==> config.mk <==
export PLATFORM = sky130hd
export DESIGN_NAME = mem_master
export DESIGN_NICKNAME = d
export VERILOG_FILES = /design/src/rtl/mem_master.sv
export SDC_FILE = /design/constraint.sdc
export NUM_CORES = 1
export LEC_CHECK = 0
export CAP_MARGIN = 25
export CORE_ASPECT_RATIO = 0.9
export CORE_MARGIN = 2
export CORE_UTILIZATION = 43
export CTS_CLUSTER_SIZE = 28
export DETAILED_ROUTE_END_ITERATION = 10
export HOLD_SLACK_MARGIN = 0.02
export PLACE_DENSITY_LB_ADDON = 0.12
export RECOVER_POWER = 25
export SYNTH_ARGS = -nofsm -noshare
export SYNTH_HDL_FRONTEND = slang
export SYNTH_SLANG_ARGS = --single-unit
==> constraint.sdc <==
create_clock -name clk -period 2.3 [get_ports clk]
set_input_delay 0.46 -clock clk [delete_from_list [all_inputs] [get_ports clk]]
set_output_delay 0.46 -clock clk [all_outputs]
set_load 0.02 [all_outputs]
==> src/rtl/mem_master.sv <==
// mem_master: burst initiator driving a single-port word memory (async read, falling-edge write)
module mem_master #(
  parameter int BITS_DATA = 32,
  parameter int BITS_ADDR = 16,
  parameter int BITS_LEN  = 4
) (
  input  logic                 clk,
  input  logic                 rst_n,
  input  logic                 req_valid,
  output logic                 req_ready,
  input  logic                 req_write,
  input  logic [BITS_ADDR-1:0] req_addr,
  input  logic [BITS_LEN-1:0]  req_len,
  input  logic                 wr_valid,
  output logic                 wr_ready,
  input  logic [BITS_DATA-1:0] wr_data,
  output logic                 rsp_valid,
  input  logic                 rsp_ready,
  output logic [BITS_DATA-1:0] rsp_data,
  output logic                 rsp_last,
  output logic                 done,
  output logic [BITS_ADDR-1:0] mem_address,
  output logic                 mem_write,
  output logic [BITS_DATA-1:0] mem_data_in,
  input  logic [BITS_DATA-1:0] mem_data_out
);
  localparam logic [1:0] IDLE = 2'd0;
  localparam logic [1:0] RD   = 2'd1;
  localparam logic [1:0] WR   = 2'd2;

  logic [1:0]           state_q, state_d;
  logic [BITS_LEN-1:0]  cnt_q, cnt_d;
  logic [BITS_ADDR-1:0] ptr_q, ptr_d;
  logic [BITS_ADDR-1:0] mem_address_q, mem_address_d;
  logic [BITS_DATA-1:0] mem_data_in_q, mem_data_in_d;
  logic                 mem_write_q, mem_write_d;
  logic                 done_q, done_d;

  assign req_ready   = state_q == IDLE;
  assign rsp_valid   = state_q == RD;
  assign wr_ready    = state_q == WR;
  assign rsp_last    = (state_q == RD) && (cnt_q == '0);
  assign rsp_data    = mem_data_out;
  assign done        = done_q;
  assign mem_address = mem_address_q;
  assign mem_write   = mem_write_q;
  assign mem_data_in = mem_data_in_q;

  // next-state: accept requests, step read address on consume, register one write per accepted beat
  always_comb begin
    state_d       = state_q;
    cnt_d         = cnt_q;
    ptr_d         = ptr_q;
    mem_address_d = mem_address_q;
    mem_data_in_d = mem_data_in_q;
    mem_write_d   = 1'b0;
    done_d        = 1'b0;
    case (state_q)
      IDLE: if (req_valid) begin
        cnt_d = req_len;
        if (req_write) begin
          ptr_d   = req_addr;
          state_d = WR;
        end else begin
          mem_address_d = req_addr;
          state_d       = RD;
        end
      end
      RD: if (rsp_ready) begin
        if (cnt_q == '0) begin
          state_d = IDLE;
        end else begin
          mem_address_d = mem_address_q + BITS_ADDR'(1);
          cnt_d         = cnt_q - BITS_LEN'(1);
        end
      end
      WR: if (wr_valid) begin
        mem_address_d = ptr_q;
        mem_data_in_d = wr_data;
        mem_write_d   = 1'b1;
        ptr_d         = ptr_q + BITS_ADDR'(1);
        cnt_d         = cnt_q - BITS_LEN'(1);
        if (cnt_q == '0) begin
          state_d = IDLE;
          done_d  = 1'b1;
        end
      end
      default: state_d = IDLE;
    endcase
  end

  // state registers; async reset drops mem_write at once so no write lands after assertion
  always_ff @(posedge clk or negedge rst_n) begin
    if (!rst_n) begin
      state_q       <= IDLE;
      cnt_q         <= '0;
      ptr_q         <= '0;
      mem_address_q <= '0;
      mem_data_in_q <= '0;
      mem_write_q   <= 1'b0;
      done_q        <= 1'b0;
    end else begin
      state_q       <= state_d;
      cnt_q         <= cnt_d;
      ptr_q         <= ptr_d;
      mem_address_q <= mem_address_d;
      mem_data_in_q <= mem_data_in_d;
      mem_write_q   <= mem_write_d;
      done_q        <= done_d;
    end
  end
endmodule

==> results of run 1 <==
[layout make-up]
type,count,area [um^2],area share (%)
Sequential cell,72,1800,33.3
Inverter,12,45.0,0.833
Multi-Input combinational cell,297,1940,35.9
Tap cell,122,153,2.82
Clock inverter,4,51.3,0.949
Timing Repair Buffer,126,1250,23.1
Clock buffer,12,165,3.06
[how the worst max path moves through the flow]
stage / to / slack, ps / cells after the start
3_5_place_dp: mem_address[4] / 100 / 7
4_1_cts: req_ready / 40 / 3
2_1_floorplan: ptr_q[15] / 280 / 8
6_report: rsp_last / 140 / 5
3_3_place_gp: mem_address[4] / 170 / 7
5_1_grt: rsp_last / 40 / 5
[routing by layer]
layer  vias to the layer above  GRT usage (%)  wire length (um)
met4                         0           8.99               250
met1                      1646           30.9              5110
met2                       142           31.0              4710
met3                        27           3.57               634
li1                       1687              -                 -
met5                         -              0                 0
[synth_stat cells, drive strengths merged (4+ instances only)]
cell	instances	area share [%]
mux2i	4	0.97
xor2	7	1.5
nor4	4	0.91
nand3	19	2.4
o31ai	10	1.8
nand2	51	4.7
buf	40	6.9
nor2	33	3.3
a21oi	18	2.2
nor2b	6	0.91
nor3	9	1.1
o21ai	37	4.5
nand4	6	1.3
and3	4	0.61
a22oi	7	1.3
inv	12	1.1
nor3b	5	1.0
mux2	32	8.8
dfrtp	72	44
ha	7	2.1
clkbuf	14	1.3
[report_power, final]
part | internal [mW] | switching (mW) | total [mW]
Sequential | 1.90 | 0.602 | 2.50
Combinational | 1.97 | 2.18 | 4.16
Clock | 0.590 | 0.502 | 1.09
Total | 4.46 | 3.29 | 7.75
[logic make-up after synthesis]
logic type | share of synthesized area (%)
xor gates and xnor gates | 1.92
buffers and inverters | 9.25
DFF | 43.8
adders and majority gates | 2.13
muxes | 9.74
AOI/OAI and AO/OA | 14.7
and+or+nand+nor | 18.5
[per-stage QoR]
stage               setup WS (ps)  std cells
floorplan                     279        435
CTS                          39.2        645
detailed placement           97.2        629
global route                 42.2        645
finish                        135        645
global placement              169        629
[cell usage in the layout (no fill, tap or decap), types with 7 or more instances in the layout]
cell                                n
sky130_fd_sc_hd__buf_4             10
sky130_fd_sc_hd__o21ai_1           15
sky130_fd_sc_hd__a21oi_1           18
sky130_fd_sc_hd__nand2_1           51
sky130_fd_sc_hd__nand3_1           18
sky130_fd_sc_hd__xor2_1             7
sky130_fd_sc_hd__clkdlybuf4s50_1  107
sky130_fd_sc_hd__nor3_1             9
sky130_fd_sc_hd__o31ai_1           10
sky130_fd_sc_hd__clkbuf_8          12
sky130_fd_sc_hd__dfrtp_1           72
sky130_fd_sc_hd__mux2_2            32
sky130_fd_sc_hd__inv_1             11
sky130_fd_sc_hd__nor2_1            31
sky130_fd_sc_hd__o21ai_0           22
sky130_fd_sc_hd__a22oi_1            7
[worst register-to-register path, delay by kind of cell (launching register included)]
family	cells	cell delay, ps
compound gates	2	360
fa+ha+maj	1	290
buf+inv	2	280
flops	1	360
simple gates	3	710
[state kept, by name (all words and copies together), names as in the netlist]
name,count
cnt_q,4
done,1
mem_address,16
mem_data_in,32
mem_write,1
ptr_q,16
state_q,2
==> run summary, run 1 <==
The synthesis warning total is 0. The fraction of synthesis flops using an asynchronous set or reset pin is 100%. The number of enable-type register cells in the synthesized netlist is 0. The peak ir drop on the vdd network is 0.620 mV. The placeable core region is 9210 um^2. Setup violations remaining at the end of the flow were counted as 0. The mean instance size in the synthesized netlist is 9.45 um^2.

The aggregate global-route resource usage is 21.2%. The layout cell share with drive strength beyond 1 came out at 14.7%. For this run, the leading register cell type out of synthesis is sky130_fd_sc_hd__dfrtp_1. The chip width came out at 107 um. After clock tree synthesis, the clock-pin slew on the worst setup and hold paths is 90 ps. On the final layout, the worst clock skew is 12.6 ps. After routing the design area is 5410 um^2. The clock drives 72 sinks. Walking the worst path, the cells encountered are inv_1 -> ha_2 -> nand3_1 -> inv_1 -> dlygate4sd2_1.

The post-route worst hold slack is 433 ps. Fill cells in the final layout number 798. The placed standard-cell area is 5220 um^2. The mean routed wirelength per cell came out at 16.6 um.

Among all stages on the critical path, the largest delay is contributed by sky130_fd_sc_hd__dfrtp_1. The CTS tree is yes. The via count of the first global-routing pass was 3,372. The fraction of the cycle the final worst path needs is 94.1%. The setup slack of the most critical reg-to-reg path came out at 230 ps.

The transition time of the tightest slew-check pin is 1450 ps. The most used cell along the critical path is sky130_fd_sc_hd__inv_1. The sum of buffers and inverters on the critical path is 3. The standby leakage power came out at 2.23 nW.

Setup repair after global routing left no endpoint under its margin. Power spread over the standard cell area amounts to 1430 nW/um^2. The count of pins over their slew limit is 0. The clock period minus worst slack is 2160 ps. Counting along the longest clock path gives a buffer depth of 2. STA classifies the critical path endpoint as an output port. The initial detailed-routing violation count is 179.

The most critical setup path has its startpoint at state_q[1]. The detailed placer's ending HPWL came out at 7830 um. The number of hold buffers added after CTS was 0. The length in cells of the worst reg-to-reg path is 8. The floorplan step set the die height to 96.8 um. The mapped netlist covers 4110 um^2. In the routed layout, each cell is associated on average with a via count of 5.43. The category of the most critical setup path is flip-flop to output port. The final layout contains routed wiring with a total length of 10,700 um. The H-tree generated during clock tree synthesis spans 3 levels. The total overflow left after global routing is 0. The number of gates resized after CTS was 2.

The initial utilization of the core area, before any placement, comes to 44.7%. The maximum clock frequency is 0.462 GHz. The post-synthesis instance total is 435. The area added between synthesis and finish is 31.4%.

In this run, synthesis produced a sequential element count of 72. In this design, the largest share of critical-path delay is due to buffers and inverters. The largest fanout on the critical path came out at 5. The maximum number of pins on one net before global-route repair is 36. The final hold violation count came to 0. The number of clock buffers inserted by TritonCTS is 9. During I/O placement, the number of pins put on the boundary was 176. The total power came out at 7.75 mW. The number of nets in the finished design came out at 615. The synthesized netlist net count is 532. The type of origin of the critical path is a flip-flop. The path class of the tightest hold or removal check is primary input to asynchronous set/reset pin.

In this run the clock root is driven by a sky130_fd_sc_hd__clkbuf_8. During placement, the flow inserted port buffers numbering 111. The global-route wire length before repair is 17,500 um. The row count came out at 33. In this run the critical register-to-register path is launched from state_q[0]. Summed over all failing endpoints, the final setup total negative slack is 0 ps. The floorplan step defined a die boundary enclosing 10,400 um^2.

The total DRC errors in the routed layout is 0. The sequential share of the synthesized area came out at 43.8%. Headroom to the max-slew limit came out at 3.17%. The number of setup buffers added after CTS is 0. The number of maximum-capacitance violations is 0. The worst reg2reg path endpoint is mem_address[4]. The run finished with clean final reports.

The final antenna diode count is 0. The post-detailed-route count of antenna-violating nets is 0. The initial antenna violation count came out at 0.

The total via count after detailed routing came out at 3,502. The maximum single-stage delay on the critical path came out at 390 ps. The end-of-flow core utilization came out at 58.7%.

The endpoint arrival time on the critical path is 1700 ps. Yosys mapped the design onto 55 distinct sky130hd cell types. The data required time at the worst endpoint came out at 1840 ps. The source-to-sink clock delay at the later pin of the worst-skew pair is 350 ps.

The final weighted congestion in routability-driven placement came out at 0.822. The iteration count of the initial detailed-routing pass is 4.
Note: power is estimated with default switching activity, not from simulation.
==> run 2: changes to the inputs <==
--- a/config.mk
+++ b/config.mk
@@ -11,7 +11,7 @@
 export CORE_UTILIZATION = 43
 export CTS_CLUSTER_SIZE = 28
 export DETAILED_ROUTE_END_ITERATION = 10
-export HOLD_SLACK_MARGIN = 0.02
+export HOLD_SLACK_MARGIN = 0.05
 export PLACE_DENSITY_LB_ADDON = 0.12
 export RECOVER_POWER = 25
 export SYNTH_ARGS = -nofsm -noshare
==> results of run 2 <==
The final DEF is identical to that of run 1; final timing and power are the same.
==> run 3: changes to the inputs <==
--- a/config.mk
+++ b/config.mk
@@ -14,6 +14,7 @@
 export HOLD_SLACK_MARGIN = 0.05
 export PLACE_DENSITY_LB_ADDON = 0.12
 export RECOVER_POWER = 25
+export SLEW_MARGIN = 10
 export SYNTH_ARGS = -nofsm -noshare
 export SYNTH_HDL_FRONTEND = slang
 export SYNTH_SLANG_ARGS = --single-unit
==> results of run 3 <==
The final DEF is identical to that of run 1; final timing and power are the same.
==> patch 1 (config.mk and constraints of run 2) <==
Set the parameter `BITS_ADDR` to 18 (it was 16).
--- a/src/rtl/mem_master.sv
+++ b/src/rtl/mem_master.sv
@@ -2,5 +2,5 @@
 module mem_master #(
   parameter int BITS_DATA = 32,
-  parameter int BITS_ADDR = 16,
+  parameter int BITS_ADDR = 18,
   parameter int BITS_LEN  = 4
 ) (
Ports: changed (resized mem_address and req_addr); port bits go from 176 to 180. The function was not compared with the original's and may differ.
==> patch 1 against run 2 <==
Setup slack improved by 0.00087 ns; wire length increased by 11%; sequential cell count increased by 4; critical path depth unchanged; register-to-register slack got worse by 0.03 ns; die area increased by 4.9%; power increased by 5.1%; cell count increased by 4.0%; final area increased by 3.8%; area after synthesis increased by 5.1%; worst hold slack got worse by 0.11 ns.
==> patch 1: results (changes against run 2) <==
* Quantity of I/O buffers inserted on ports at 115 (+3.6%)
* Yosys warns at 0 (unchanged)
* Commonest cells post-synth: 76 x dfrtp_1, 49 x o21ai_0, 34 x nand2_1, 33 x buf_4, 33 x nor2_1
* FF-to-FF setup slack at 0.20 ns (-0.03 ns)
* Met3 track demand over resource at 0.08191 (+0.04620)
* Global routing met2 resource utilization at 0.3471 (+0.03746)
* Skew final at 0.01652 ns (+0.003913 ns)
* Sequential fraction of the synthesis area at 0.4399 (+0.001853)
* Nets in the synthesized netlist at 553 (+3.9%)
* Peak supply drop at 611.8 µV (-1.3%)
* Vias/cell at 5.794 (+6.7%)
* Met1 Usage GRT at 0.3048 (-0.004501)
* Met2 WL at 5430 µm (+15%)
* RD Place Congestion at 0.8262 (+0.50%)
* Post-DR wirelength/cell at 17.68 µm (+6.6%)
* Number of global-route vias before repair at 3,866 (+15%)
* Clock latency reported for the late side of the worst-skew pair at 0.37 ns (+0.02 ns)
* Met3 Wirelength at 823 µm (+30%)
* Fin Hold WS at 0.3253 ns (-0.1074 ns)
* Number of enable flip-flop cells after synthesis at 0 (unchanged)
* Met1 routed wirelength after detailed routing at 5338 µm (+4.5%)
* Final net count at 639 (+3.9%)
* Maximum number of pins on one net before global-route repair at 47 (+31%)
* Leak pwr at 2.328 nW (+4.2%)
* Share of layout cells above drive strength 1 at 0.1284 (-0.01879)
* Status: finished, final reports clean
* Max_slew headroom at 0.2149 (+0.1832)
* GRT Resource Usage Total at 0.2289 (+0.01694)
* Distinct cell type count after synthesis at 53 (-3.6%)
* Crit path from: cnt_q[0]
* Detailed-placement wirelength estimate at 8691 µm (+11%)
* First-pass GRT wire length at 19,270 µm (+10%)
* Drt first-iter violations at 237 (+32%)
* Area contributors post-synth: dfrtp_1 44%, mux2_2 8.3%, buf_4 5.7%, o21ai_0 5.7%, nand2_1 3.0%
* Router iterations before antenna repair at 5 (+1)
* Layout filler cell count at 881 (+10%)
* Clock-pin slew of the registers on the worst-case setup and hold paths at 0.08 ns
* Reg2reg end: ptr_q[16]
patch 1: final cells by class:
type | count | share of cell area
inverters | 12 | 0.008030
clock inverters | 4 | 0.009815
flip-flops and latches | 76 | 0.3391
multi-input cells | 313 | 0.3616
repair buffers | 128 | 0.2257
clock buffers | 12 | 0.02766
well taps | 126 | 0.02811
patch 1: kinds of logic after synthesis:
family,after synthesis,share of synthesized area
AND/OR/NAND/NOR,136,0.1557
AO/OA/AOI/OAI,127,0.1847
flip-flops,76,0.4399
buffers and inverters,65,0.09204
multiplexers,38,0.09725
adder cells (fa/ha/maj),7,0.02026
XOR/XNOR,5,0.01013
patch 1: power breakdown:
group	switching (mW)	leakage (nW)	internal, mW	total [mW]
combinational	2.32	1.31	2.02	4.34
sequential	0.694	0.917	2.00	2.70
clock	0.532	0.104	0.569	1.10
total	3.55	2.33	4.60	8.14
patch 1: worst min-delay path by stage:
stage | from | end | cells after the start
CTS | rst_n | ptr_q[11] | 1
global route | rst_n | mem_address[0] | 1
finish | rst_n | cnt_q[0] | 1
global placement | mem_data_in[21] | mem_data_in[21] | 1
floorplan | rst_n | cnt_q[0] | 0
detailed placement | mem_data_in[26] | mem_data_in[26] | 1
patch 1: per-stage QoR:
stage	std cells	setup slack (ns)	area, µm²
floorplan	454	0.2422	4323
global placement	655	0.1532	5399
detailed placement	655	0.1008	5399
CTS	671	0.01290	5608
global route	671	0.02839	5609
finish	671	0.1362	5609
patch 1: timing repair:
action | CTS | global route
setup endpoints to repair | 1 | 14
pin swaps | 0 | 0
gates resized for setup | 1 | 5
buffers inserted | 0 | 0
patch 1: worst max-delay path, cell delays in order, from the launching register on:
cell,delay (ns)
dfrtp_1,0.43
inv_1,0.13
ha_1,0.23
nand3_1,0.15
inv_1,0.10
clkdlybuf4s15_1,0.30
==> patch 2 (flow settings as in run 2) <==
Without the edit above. Make the reset (`rst_n`) synchronous in one clocked block. Comments in the files are not updated.
--- a/src/rtl/mem_master.sv
+++ b/src/rtl/mem_master.sv
@@ -91,5 +91,5 @@
 
   // state registers; async reset drops mem_write at once so no write lands after assertion
-  always_ff @(posedge clk or negedge rst_n) begin
+  always_ff @(posedge clk) begin
     if (!rst_n) begin
       state_q       <= IDLE;
Function: differs if rst_n is asserted again (counterexample within 4 cycles, from zero or initial values and one cycle with rst_n low); with rst_n held inactive, the same outputs for 4 cycles.
==> patch 2 against run 2 <==
Power down 23%; non-clock buffer count up 10; area after synthesis fell by 2.7%; largest power group unchanged; final area shrank 1.6%; sequential cell count stayed put; largest cell class unchanged; count of clock-buffer cells in the layout is 2 lower; wire length up 5.5%; setup slack improved by 0.048 ns; critical path depth increased by 3; clock power is 15% higher.
==> patch 2: results (changes against run 2) <==
* Status: finished, final reports clean
* Number of global-route vias before repair at 3,805 (+13%)
* Detailed-placement wirelength estimate at 8115 µm (+3.7%)
* Met2 WL at 5348 µm (+13%)
* Met3 Wirelength at 676 µm (+6.6%)
* Slew at the pin with the worst max-slew slack at 0.6590 ns (-0.7935 ns)
* Met1 routed wirelength after detailed routing at 5050 µm (-1.1%)
* Final net count at 715 (+16%)
* Switching part of the total power at 0.4086 (-0.01545)
* Share of layout cells above drive strength 1 at 0.08347 (-0.06376)
* Nets in the synthesized netlist at 634 (+19%)
* Peak supply drop at 612.3 µV (-1.2%)
* Drt first-iter violations at 244 (+36%)
* Total power at 5.983 mW (-23%)
* Number of multi-input logic gates at 382 (+29%)
* Non-clock buffer share of cell area at 0.2466 (+0.01540)
* Routed vias at 4,124 (+18%)
* Share of power burned in the clock network at 0.209 (+0.068)
* Maximum number of pins on one net before global-route repair at 34 (-5.6%)
* Router iterations before antenna repair at 5 (+1)
* Crit path max-delay cell type: a2111oi_4
* Global routing met2 resource utilization at 0.3586 (+0.04896)
* Hold Path Class: register to register
* Sequential fraction of the synthesis area at 0.3601 (-0.07798)
* Count of plain and timing-repair buffers at 136 (+7.9%)
* Share of synthesized registers carrying an async set or reset at 0 (-1.000)
* Logic pwr share at 0.469 (-0.067)
* Met3 track demand over resource at 0.06699 (+0.03127)
* Signal inverters at 17 (+5)
* Clock network area share at 0.04561 (+0.005568)
* First-pass GRT wire length at 17,950 µm (+2.5%)
* Area taken by multi-input logic gates at 2108 µm² (+8.7%)
* Maximum fanout along the worst path at 12 (+7)
* Commonest cells post-synth: 119 x nand2_1, 72 x dfxtp_1, 69 x a21oi_1, 32 x buf_4
* RD Place Congestion at 0.8953 (+8.9%)
* Number of clock buffers in the layout at 10 (-2)
* Total detailed-routing wirelength at 11,290 µm (+5.5%)
* Leak pwr at 1.891 nW (-15%)
* Skew final at 0.009084 ns (-0.003527 ns)
[patch 2: changes by cell type in the layout (fill, tap and decap cells not counted), moves of 8 or more]
cell	delta
mux2_2	-31
dfxtp_1	+72
o211ai_1	+12
o31ai_1	-8
buf_4	+12
a21oi_1	+51
dfrtp_1	-72
nand2_1	+68
o21ai_1	-11
[patch 2: kinds of logic (layout without fill, tap and decap cells)]
kind of cell,Yosys count,in the layout,share of synthesized area
AND/OR/NAND/NOR,213,213,0.2401
AO/OA/AOI/OAI,151,151,0.2357
buffers and inverters,83,169,0.1169
flip-flops,72,72,0.3601
XOR/XNOR,8,8,0.01751
adder cells (fa/ha/maj),7,7,0.02188
multiplexers,3,3,0.007815
[patch 2: what timing repair did]
action,in CTS,in global routing
buffers inserted,0,0
endpoints found under the setup margin,0,10
gates resized for setup,0,6
hold endpoints to repair,0,0
[patch 2: worst paths after layout]
kind                      to             from  cells after the start  slack [ns]
max          mem_address[14]       state_q[0]                      8        0.18
min          mem_data_in[15]  mem_data_in[15]                      2        0.46
max reg2reg  mem_address[14]       state_q[0]                      8        0.18
min reg2reg  mem_data_in[15]  mem_data_in[15]                      2        0.46
[patch 2: metrics by stage]
stage          setup WS, ns  utilization  setup TNS, ns  std cells  cell area, µm²
3_3_place_gp       0.009217       0.5573              0        729            5062
3_5_place_dp       -0.02866       0.5573        -0.1154        729            5062
4_1_cts             0.01712       0.5840              0        745            5305
5_1_grt             0.01504       0.5858              0        745            5321
6_report             0.1838       0.5858              0        745            5321
2_1_floorplan        0.2367            -              0        537            4003
[patch 2: worst max-delay path: cells and delay by family (launching register included)]
family	cells	cell delay, ns
fa+ha+maj	1	0.24
compound gates	3	0.72
simple gates	2	0.48
flops	1	0.37
buf+inv	2	0.20
